[config.mk]
export PLATFORM = sky130hd
export DESIGN_NAME = alu_cmd_sequencer
export DESIGN_NICKNAME = d
export VERILOG_FILES = /design/src/rtl/alu_seq_pkg.sv /design/src/rtl/alu_ctrl_decode.sv /design/src/rtl/alu_cmd_sequencer.sv
export SDC_FILE = /design/constraint.sdc
export NUM_CORES = 1
export LEC_CHECK = 0
export BUFFER_PORTS_ARGS = -buffer_cell sky130_fd_sc_hd__buf_2
export CAP_MARGIN = 20
export CORE_MARGIN = 2
export CORE_UTILIZATION = 30
export CTS_CLUSTER_SIZE = 24
export DETAILED_ROUTE_END_ITERATION = 12
export PLACE_DENSITY = 0.65
export SLEW_MARGIN = 40
export SYNTH_ARGS = -nofsm -noshare
export SYNTH_HDL_FRONTEND = slang
export SYNTH_HIERARCHICAL = 1
export SYNTH_SLANG_ARGS = --single-unit
[constraint.sdc]
create_clock -name clk_i -period 5.25 [get_ports clk_i]
set_input_delay 0.2625 -clock clk_i [delete_from_list [all_inputs] [get_ports clk_i]]
set_output_delay 0.2625 -clock clk_i [all_outputs]
set_load 0.03 [all_outputs]
[src/rtl/alu_seq_pkg.sv]
// rtl/alu_seq_pkg.sv - ALU control codes, ALUOp/funct encodings and sequencer state type
package alu_seq_pkg;

    localparam int CTRL_CODE_W = 4;

    localparam logic [3:0] ALU_AND = 4'b0000;
    localparam logic [3:0] ALU_OR  = 4'b0001;
    localparam logic [3:0] ALU_ADD = 4'b0010;
    localparam logic [3:0] ALU_SUB = 4'b0110;
    localparam logic [3:0] ALU_SLT = 4'b0111;

    localparam logic [1:0] ALUOP_ADD   = 2'b00;
    localparam logic [1:0] ALUOP_SUB   = 2'b01;
    localparam logic [1:0] ALUOP_RTYPE = 2'b10;
    localparam logic [1:0] ALUOP_BLE   = 2'b11;

    localparam logic [5:0] FUNCT_ADD = 6'h20;
    localparam logic [5:0] FUNCT_SUB = 6'h22;
    localparam logic [5:0] FUNCT_AND = 6'h24;
    localparam logic [5:0] FUNCT_OR  = 6'h25;
    localparam logic [5:0] FUNCT_SLT = 6'h2A;

    typedef enum logic [1:0] {
        ST_IDLE  = 2'd0,
        ST_EXEC1 = 2'd1,
        ST_EXEC2 = 2'd2,
        ST_RESP  = 2'd3
    } seq_state_t;

endpackage

[src/rtl/alu_ctrl_decode.sv]
// rtl/alu_ctrl_decode.sv - combinational ALUOp/funct to ALU control code decoder
module alu_ctrl_decode
    import alu_seq_pkg::*;
(
    input  logic [1:0]             aluop,
    input  logic [5:0]             funct,
    output logic [CTRL_CODE_W-1:0] ctrl,
    output logic                   is_compound,
    output logic                   illegal
);

    always_comb begin
        ctrl        = ALU_ADD;
        is_compound = 1'b0;
        illegal     = 1'b0;
        case (aluop)
            ALUOP_ADD: ctrl = ALU_ADD;
            ALUOP_SUB: ctrl = ALU_SUB;
            ALUOP_RTYPE: begin
                case (funct)
                    FUNCT_ADD: ctrl = ALU_ADD;
                    FUNCT_SUB: ctrl = ALU_SUB;
                    FUNCT_AND: ctrl = ALU_AND;
                    FUNCT_OR:  ctrl = ALU_OR;
                    FUNCT_SLT: ctrl = ALU_SLT;
                    default: begin
                        ctrl    = ALU_AND;
                        illegal = 1'b1;
                    end
                endcase
            end
            // Compound branch starts with a subtract; the SLT pass is sequenced later
            ALUOP_BLE: begin
                ctrl        = ALU_SUB;
                is_compound = 1'b1;
            end
            default: ctrl = ALU_ADD;
        endcase
    end

endmodule

[src/rtl/alu_cmd_sequencer.sv]
// rtl/alu_cmd_sequencer.sv - request/response sequencer driving a combinational ALU
// Optional op_count_o handshake counter when ALU_SEQ_STATS_EN is defined.
module alu_cmd_sequencer
    import alu_seq_pkg::*;
#(
    parameter int DATA_W = 32,
    parameter int CTRL_W = 4
) (
    input  logic              clk_i,
    input  logic              rst_i,
    input  logic              req_valid_i,
    output logic              req_ready_o,
    input  logic [1:0]        aluop_i,
    input  logic [5:0]        funct_i,
    input  logic [DATA_W-1:0] src1_i,
    input  logic [DATA_W-1:0] src2_i,
    output logic [DATA_W-1:0] alu_src1_o,
    output logic [DATA_W-1:0] alu_src2_o,
    output logic [CTRL_W-1:0] alu_ctrl_o,
    input  logic [DATA_W-1:0] alu_result_i,
    input  logic              alu_zero_i,
    output logic              rsp_valid_o,
    input  logic              rsp_ready_i,
    output logic [DATA_W-1:0] rsp_result_o,
    output logic              rsp_zero_o,
`ifdef ALU_SEQ_STATS_EN
    output logic [15:0]       op_count_o,
`endif
    output logic              rsp_err_o
);

    seq_state_t             state;
    logic [CTRL_CODE_W-1:0] dec_ctrl;
    logic                   dec_compound;
    logic                   dec_illegal;
    logic                   is_ble;
    logic                   pass1_zero;

    alu_ctrl_decode u_decode (
        .aluop       (aluop_i),
        .funct       (funct_i),
        .ctrl        (dec_ctrl),
        .is_compound (dec_compound),
        .illegal     (dec_illegal)
    );

    always_ff @(posedge clk_i or posedge rst_i) begin
        if (rst_i) begin
            state        <= ST_IDLE;
            req_ready_o  <= 1'b1;
            rsp_valid_o  <= 1'b0;
            rsp_result_o <= '0;
            rsp_zero_o   <= 1'b0;
            rsp_err_o    <= 1'b0;
            alu_src1_o   <= '0;
            alu_src2_o   <= '0;
            alu_ctrl_o   <= '0;
            is_ble       <= 1'b0;
            pass1_zero   <= 1'b0;
        end else begin
            case (state)
                ST_IDLE: begin
                    if (req_valid_i) begin
                        req_ready_o <= 1'b0;
                        alu_src1_o  <= src1_i;
                        alu_src2_o  <= src2_i;
                        is_ble      <= dec_compound;
                        if (dec_illegal) begin
                            // Illegal funct never touches the ALU
                            rsp_valid_o  <= 1'b1;
                            rsp_err_o    <= 1'b1;
                            rsp_result_o <= '0;
                            rsp_zero_o   <= 1'b0;
                            state        <= ST_RESP;
                        end else begin
                            alu_ctrl_o <= CTRL_W'(dec_ctrl);
                            rsp_err_o  <= 1'b0;
                            state      <= ST_EXEC1;
                        end
                    end
                end
                ST_EXEC1: begin
                    if (is_ble) begin
                        pass1_zero <= alu_zero_i;
                        alu_ctrl_o <= CTRL_W'(ALU_SLT);
                        state      <= ST_EXEC2;
                    end else begin
                        rsp_result_o <= alu_result_i;
                        rsp_zero_o   <= (alu_ctrl_o == CTRL_W'(ALU_SUB)) && alu_zero_i;
                        rsp_valid_o  <= 1'b1;
                        state        <= ST_RESP;
                    end
                end
                ST_EXEC2: begin
                    // Taken when src1 == src2 (pass 1) or src1 < src2 (pass 2), signed
                    rsp_result_o <= alu_result_i;
                    rsp_zero_o   <= pass1_zero | alu_result_i[0];
                    rsp_valid_o  <= 1'b1;
                    state        <= ST_RESP;
                end
                ST_RESP: begin
                    if (rsp_ready_i) begin
                        rsp_valid_o <= 1'b0;
                        req_ready_o <= 1'b1;
                        state       <= ST_IDLE;
                    end
                end
                default: state <= ST_IDLE;
            endcase
        end
    end

`ifdef ALU_SEQ_STATS_EN
    always_ff @(posedge clk_i or posedge rst_i) begin
        if (rst_i) begin
            op_count_o <= '0;
        end else if (state == ST_RESP && rsp_valid_o && rsp_ready_i) begin
            op_count_o <= op_count_o + 16'd1;
        end
    end
`endif

endmodule

**Yosys cells after proc, flatten, opt, wreduce, memory -nomap -nowiden**

Index checks and enable logic that the tools add are counted.

- Eq/ne operators: 18
- Multiplexer cells: 31
- Bitwise gates (word level): 1
- Reductions and logical operators: 15

Operators by type and width:

| cell | count |
|---|---|
| $mux 32 | 3 |
| $pmux 32 s3 | 1 |
| $eq 6x6->1 const B | 5 |
| $mux 1 | 14 |
| $mux 4 | 3 |
| $ne 2x2->1 const B | 6 |
| $pmux 3 s4 | 1 |
| $pmux 4 s3 | 1 |
| $reduce_and 4->1 | 3 |
| $eq 2x2->1 const B | 4 |
| $pmux 2 s4 | 1 |
| $pmux 4 s2 | 1 |
| $mux 2 | 3 |
| $reduce_and 2->1 | 3 |
| $reduce_or 5->1 | 1 |
| $eq 2x1->1 const B | 2 |
| $eq 4x3->1 const B | 1 |
| $logic_not 2->1 | 2 |
| $pmux 1 s4 | 1 |
| $reduce_bool 2->1 | 2 |
| $pmux 1 s3 | 1 |
| $reduce_and 3->1 | 1 |
| $reduce_bool 3->1 | 1 |
| $pmux 1 s2 | 1 |
| 3 further kinds | 3 |

- Bits in registers: 108
- Bits of input ports: 109
- Output and inout bits: 104
- Word-level logic and storage cells: 76

**Logic depth before layout (Yosys ltp)**

- Depth after elaboration: 7
- Mapped depth: 8
- Mapped depth without buffers: 5

**By module**

The synthesis kept the hierarchy.

By module, submodules not included:

| module | instances | cells an instance | area each (µm²) | sequential area each (µm²) |
|---|---|---|---|---|
| alu_cmd_sequencer | 1 | 349 | 4,460.5 | 2,703.8 |
| alu_ctrl_decode | 1 | 15 | 122.6 | 0.0 |

**Worst setup path after synthesis**

Ideal clock, no wire load.

- Path kind: in2reg
- From: input funct_i[2]
- To: register alu_ctrl_o[3]
- Setup time: 0.128 ns
- Data arrival time: 1.679 ns
- Required time: 5.122 ns
- Setup slack: 3.443 ns
- Stages on the path: 5
- Buffers on the path: 0
- Path through: mux2_1 o31a_1 nand2b_1 a211oi_4 mux2_1

- Word-level cells in the longest chain between the ends: 6
- Elaborated cells on any way between the ends: 10
- Those cells by class: 6 x eq/ne; 2 x mux; 2 x reduce/logical

Ends and longest elaborated chain:

| element | line | RTL |
|---|---|---|
| from (decl) | alu_cmd_sequencer.sv:14 | `input logic [5:0] funct_i,` |
| $eq 6x6->1 | alu_ctrl_decode.sv:20 | `case (funct)` |
| $reduce_or 5->1 (no line) * | - |  |
| $mux 1 * | alu_ctrl_decode.sv:20 |  |
| $mux 1 * | alu_ctrl_decode.sv:16 | `case (aluop)` |
| via dec_illegal | alu_cmd_sequencer.sv:35 | `logic dec_illegal;` |
| $ne 2x2->1 (no line) * | - |  |
| $reduce_and 4->1 (no line) * | - |  |
| to (signal assigned) | alu_cmd_sequencer.sv:76 | `alu_ctrl_o <= CTRL_W'(dec_ctrl);` |
| to (signal assigned) | alu_cmd_sequencer.sv:85 | `alu_ctrl_o <= CTRL_W'(ALU_SLT);` |
| to (decl) | alu_cmd_sequencer.sv:19 | `output logic [CTRL_W-1:0] alu_ctrl_o,` |

Mark *: on every way through the listed nets, which the timed path passes. The rest lies on a longest branch.
A chain may end at the register's enable or synchronous reset.

**Worst setup path after layout**

- From: register state[0]
- To: register alu_src1_o[9]

- Word-level cells in the longest chain between the ends: 2

Ends and longest elaborated chain:

| element | line | RTL |
|---|---|---|
| from (decl) | alu_cmd_sequencer.sv:32 | `seq_state_t state;` |
| from (signal assigned) | alu_cmd_sequencer.sv:49 | `state <= ST_IDLE;` |
| from (signal assigned) | alu_cmd_sequencer.sv:74 | `state <= ST_RESP;` |
| from (signal assigned) | alu_cmd_sequencer.sv:78 | `state <= ST_EXEC1;` |
| $logic_not 2->1 | alu_cmd_sequencer.sv:61 | `case (state)` |
| $reduce_and 2->1 (no line) | - |  |
| to (signal assigned) | alu_cmd_sequencer.sv:65 | `alu_src1_o <= src1_i;` |
| to (decl) | alu_cmd_sequencer.sv:17 | `output logic [DATA_W-1:0] alu_src1_o,` |

Every way passes these cells.

==> run summary <==
# H-tree levels -> 3
Std cell rows -> 45
Height of the die -> 128 um
Final hold vios -> 0
Area delta synth->final -> 33.4%
Gr usage total -> 0.139
Post-synthesis net count -> 478
Clk_skew -> 0.00766 ns
Reg2Reg Depth -> 5
Flops & latches, synth -> 108
Hold path depth -> 2
Synth unique cells -> 31
Max-slew violation count -> 0
Ant. Diodes -> 0
Final instance area -> 6110 um2
Nets@finish -> 677
Hold endpoint -> alu_src1_o[24]
Critical Path Fanout Max -> 55
DP Wirelength -> 8.22 mm
Synth warn -> 6
Via count -> 3571
CTS resizes -> 0
Hold WC Path Type -> input port to flop
IR Drop Worst-Case VDD -> 0.216 mV
Hold_sp -> src1_i[24]
Synth area leader -> dfrtp_1
Worst path arrival time -> 2.52 ns
EDFF count, synth -> 0
Post-synth top area share -> 0.584
WL final -> 11.2 mm
Clk buf depth -> 2
WS Path Type -> flop to flop
Reg2reg setup slack -> 2.97 ns
Core area -> 15100 um2
Initial core utilization -> 0.304
Worst r2r dst -> alu_src1_o[9]
Drt pass-1 iters -> 4
Cell Area, Synth -> 4580 um2
Post-route minimum period -> 2.28 ns
Routed vias/inst -> 4.72
Worst Tran Pin Value -> 0.696 ns
DRC viols -> 0
Root Driver -> clkbuf_16
Clock latency on the worst-skew pair -> 0.35 ns
CTS Buf Count -> 9
Fmax -> 0.438 GHz
PD cells -> 706 nW/um2
Setup violators final -> 0
CP Capture Type -> flop
Largest net degree at the start of global routing -> 68
Final worst slack -> 2.97 ns
Antenna violations before repair -> 0
TNS Setup -> 0 ns
DP Worst Slack -> 2.96 ns
Relative slew slack -> 0.536
Seq/Total Area, Yosys -> 0.590
Syn Area/Cell -> 12.6 um2
Clock slew at reported path FFs -> 0.08 ns
Tcrit/Tclk final -> 0.435
Async SR Flop Fraction -> 1.00
DRC marker count from the first detailed-route iteration -> 155
DP Area -> 5790 um2
# fillers -> 1479
Die ar. -> 16300 um2
Die width -> 128 um
Worst hold slack -> 0.121 ns
Share of layout cells above drive strength 1 -> 0.470
Gpl congestion -> 0.739
Total power -> 4.32 mW
Vias in the first global route -> 3534
GR Overflow Total -> 0
Sink Count -> 108
P_leak -> 3.03 nW
Critical path required time -> 5.48 ns
Commonest non-fill, non-tap cell in the layout -> buf_2
RR Startpoint -> state[0]
CTS tree -> yes
Non-Filler Instances -> 756
Post-DRT Antenna Nets -> 0
Post-Synthesis Cells -> 364
Max Cap Viol -> 0
Worst setup SP type -> flop
Port bufs -> 212
Wirelength per Cell -> 14.8 um
Top_reg_cell synth -> dfrtp_1
Commonest non-fill, non-tap cells in the layout -> buf_2, dfrtp_1, mux2_1
Ports -> 213
Final Util -> 0.405
Global-route wire length before repair -> 18.0 mm
Placed Instances -> 739
Unrepaired setup endpoints after global routing -> false
Status -> complete, no violations
Top cells by area, synth -> dfrtp_1, mux2_1, mux2_2, o31ai_1, o21ai_0
## report_power, final
group          total, mW  internal (mW)  switching, mW
clock network      0.700          0.378          0.323
registers           1.42           1.22          0.196
logic               2.20          0.713           1.48
total               4.32           2.31           2.00
## metal layers
| metal | routed length [um] | global-route usage |
|---|---|---|
| met5 | 0 | 0 |
| met4 | 244 | 0.0653 |
| met1 | 4930 | 0.178 |
| met2 | 5090 | 0.220 |
| met3 | 912 | 0.0377 |
## cells by family after synthesis
| group | count (synthesis) | share of synthesized area |
|---|---|---|
| and+or+nand+nor | 55 | 0.0565 |
| other | 1 | 0.000818 |
| buffers and inverters | 38 | 0.0379 |
| DFF | 108 | 0.590 |
| adders and majority gates | 5 | 0.0137 |
| muxes | 75 | 0.182 |
| AOI/OAI and AO/OA | 82 | 0.119 |
## synthesized netlist by cell type (2+ instances only)
cell / number
a21oi_1: 2
and4bb_2: 2
buf_2: 16
buf_4: 3
clkbuf_1: 9
dfrtp_1: 107
ha_1: 5
inv_1: 10
mux2_1: 42
mux2_2: 26
mux2i_1: 7
nand2_1: 35
nand2b_1: 4
nor2_1: 6
nor2b_1: 5
o21ai_0: 35
o31a_1: 2
o31ai_1: 34
o41ai_1: 2
## registers in the layout (all words and copies together), names as in the netlist, 2 cells and up
signal        flops
alu_src2_o       32
alu_ctrl_o        4
alu_src1_o       32
rsp_result_o     32
state             2
## final cells by class
type	count	area, um2	area share
Sequential cell	108	2700	0.442
Multi-Input combinational cell	218	1730	0.283
Timing Repair Buffer	216	1100	0.179
Tap cell	188	235	0.0385
Clock buffer	9	225	0.0368
Clock inverter	7	83.8	0.0137
Inverter	10	40.0	0.00655
## worst max path at each step
| stage | start | to | slack (ns) |
|---|---|---|---|
| after floorplan | rst_i | alu_ctrl_o[0] | 2.14 |
| after detailed placement | state[0] | alu_src1_o[9] | 2.96 |
| after global placement | state[0] | alu_src1_o[5] | 2.97 |
| after CTS | state[0] | alu_src1_o[9] | 2.96 |
| final | state[0] | alu_src1_o[9] | 2.97 |
| after global routing | state[0] | alu_src1_o[31] | 2.82 |
## critical path, stage by stage, from the launching register on
cell and delay (ns):
dfrtp_1 0.46, inv_1 0.10, ha_2 0.28, nand2_2 0.26, buf_4 0.61, mux2_2 0.41
## repair_timing
action	CTS	global route
hold buffers	1	0
endpoints found under the hold margin	41	0
setup buffers	0	0
endpoints found under the setup margin	0	0
(Power assumes the default switching activity.)
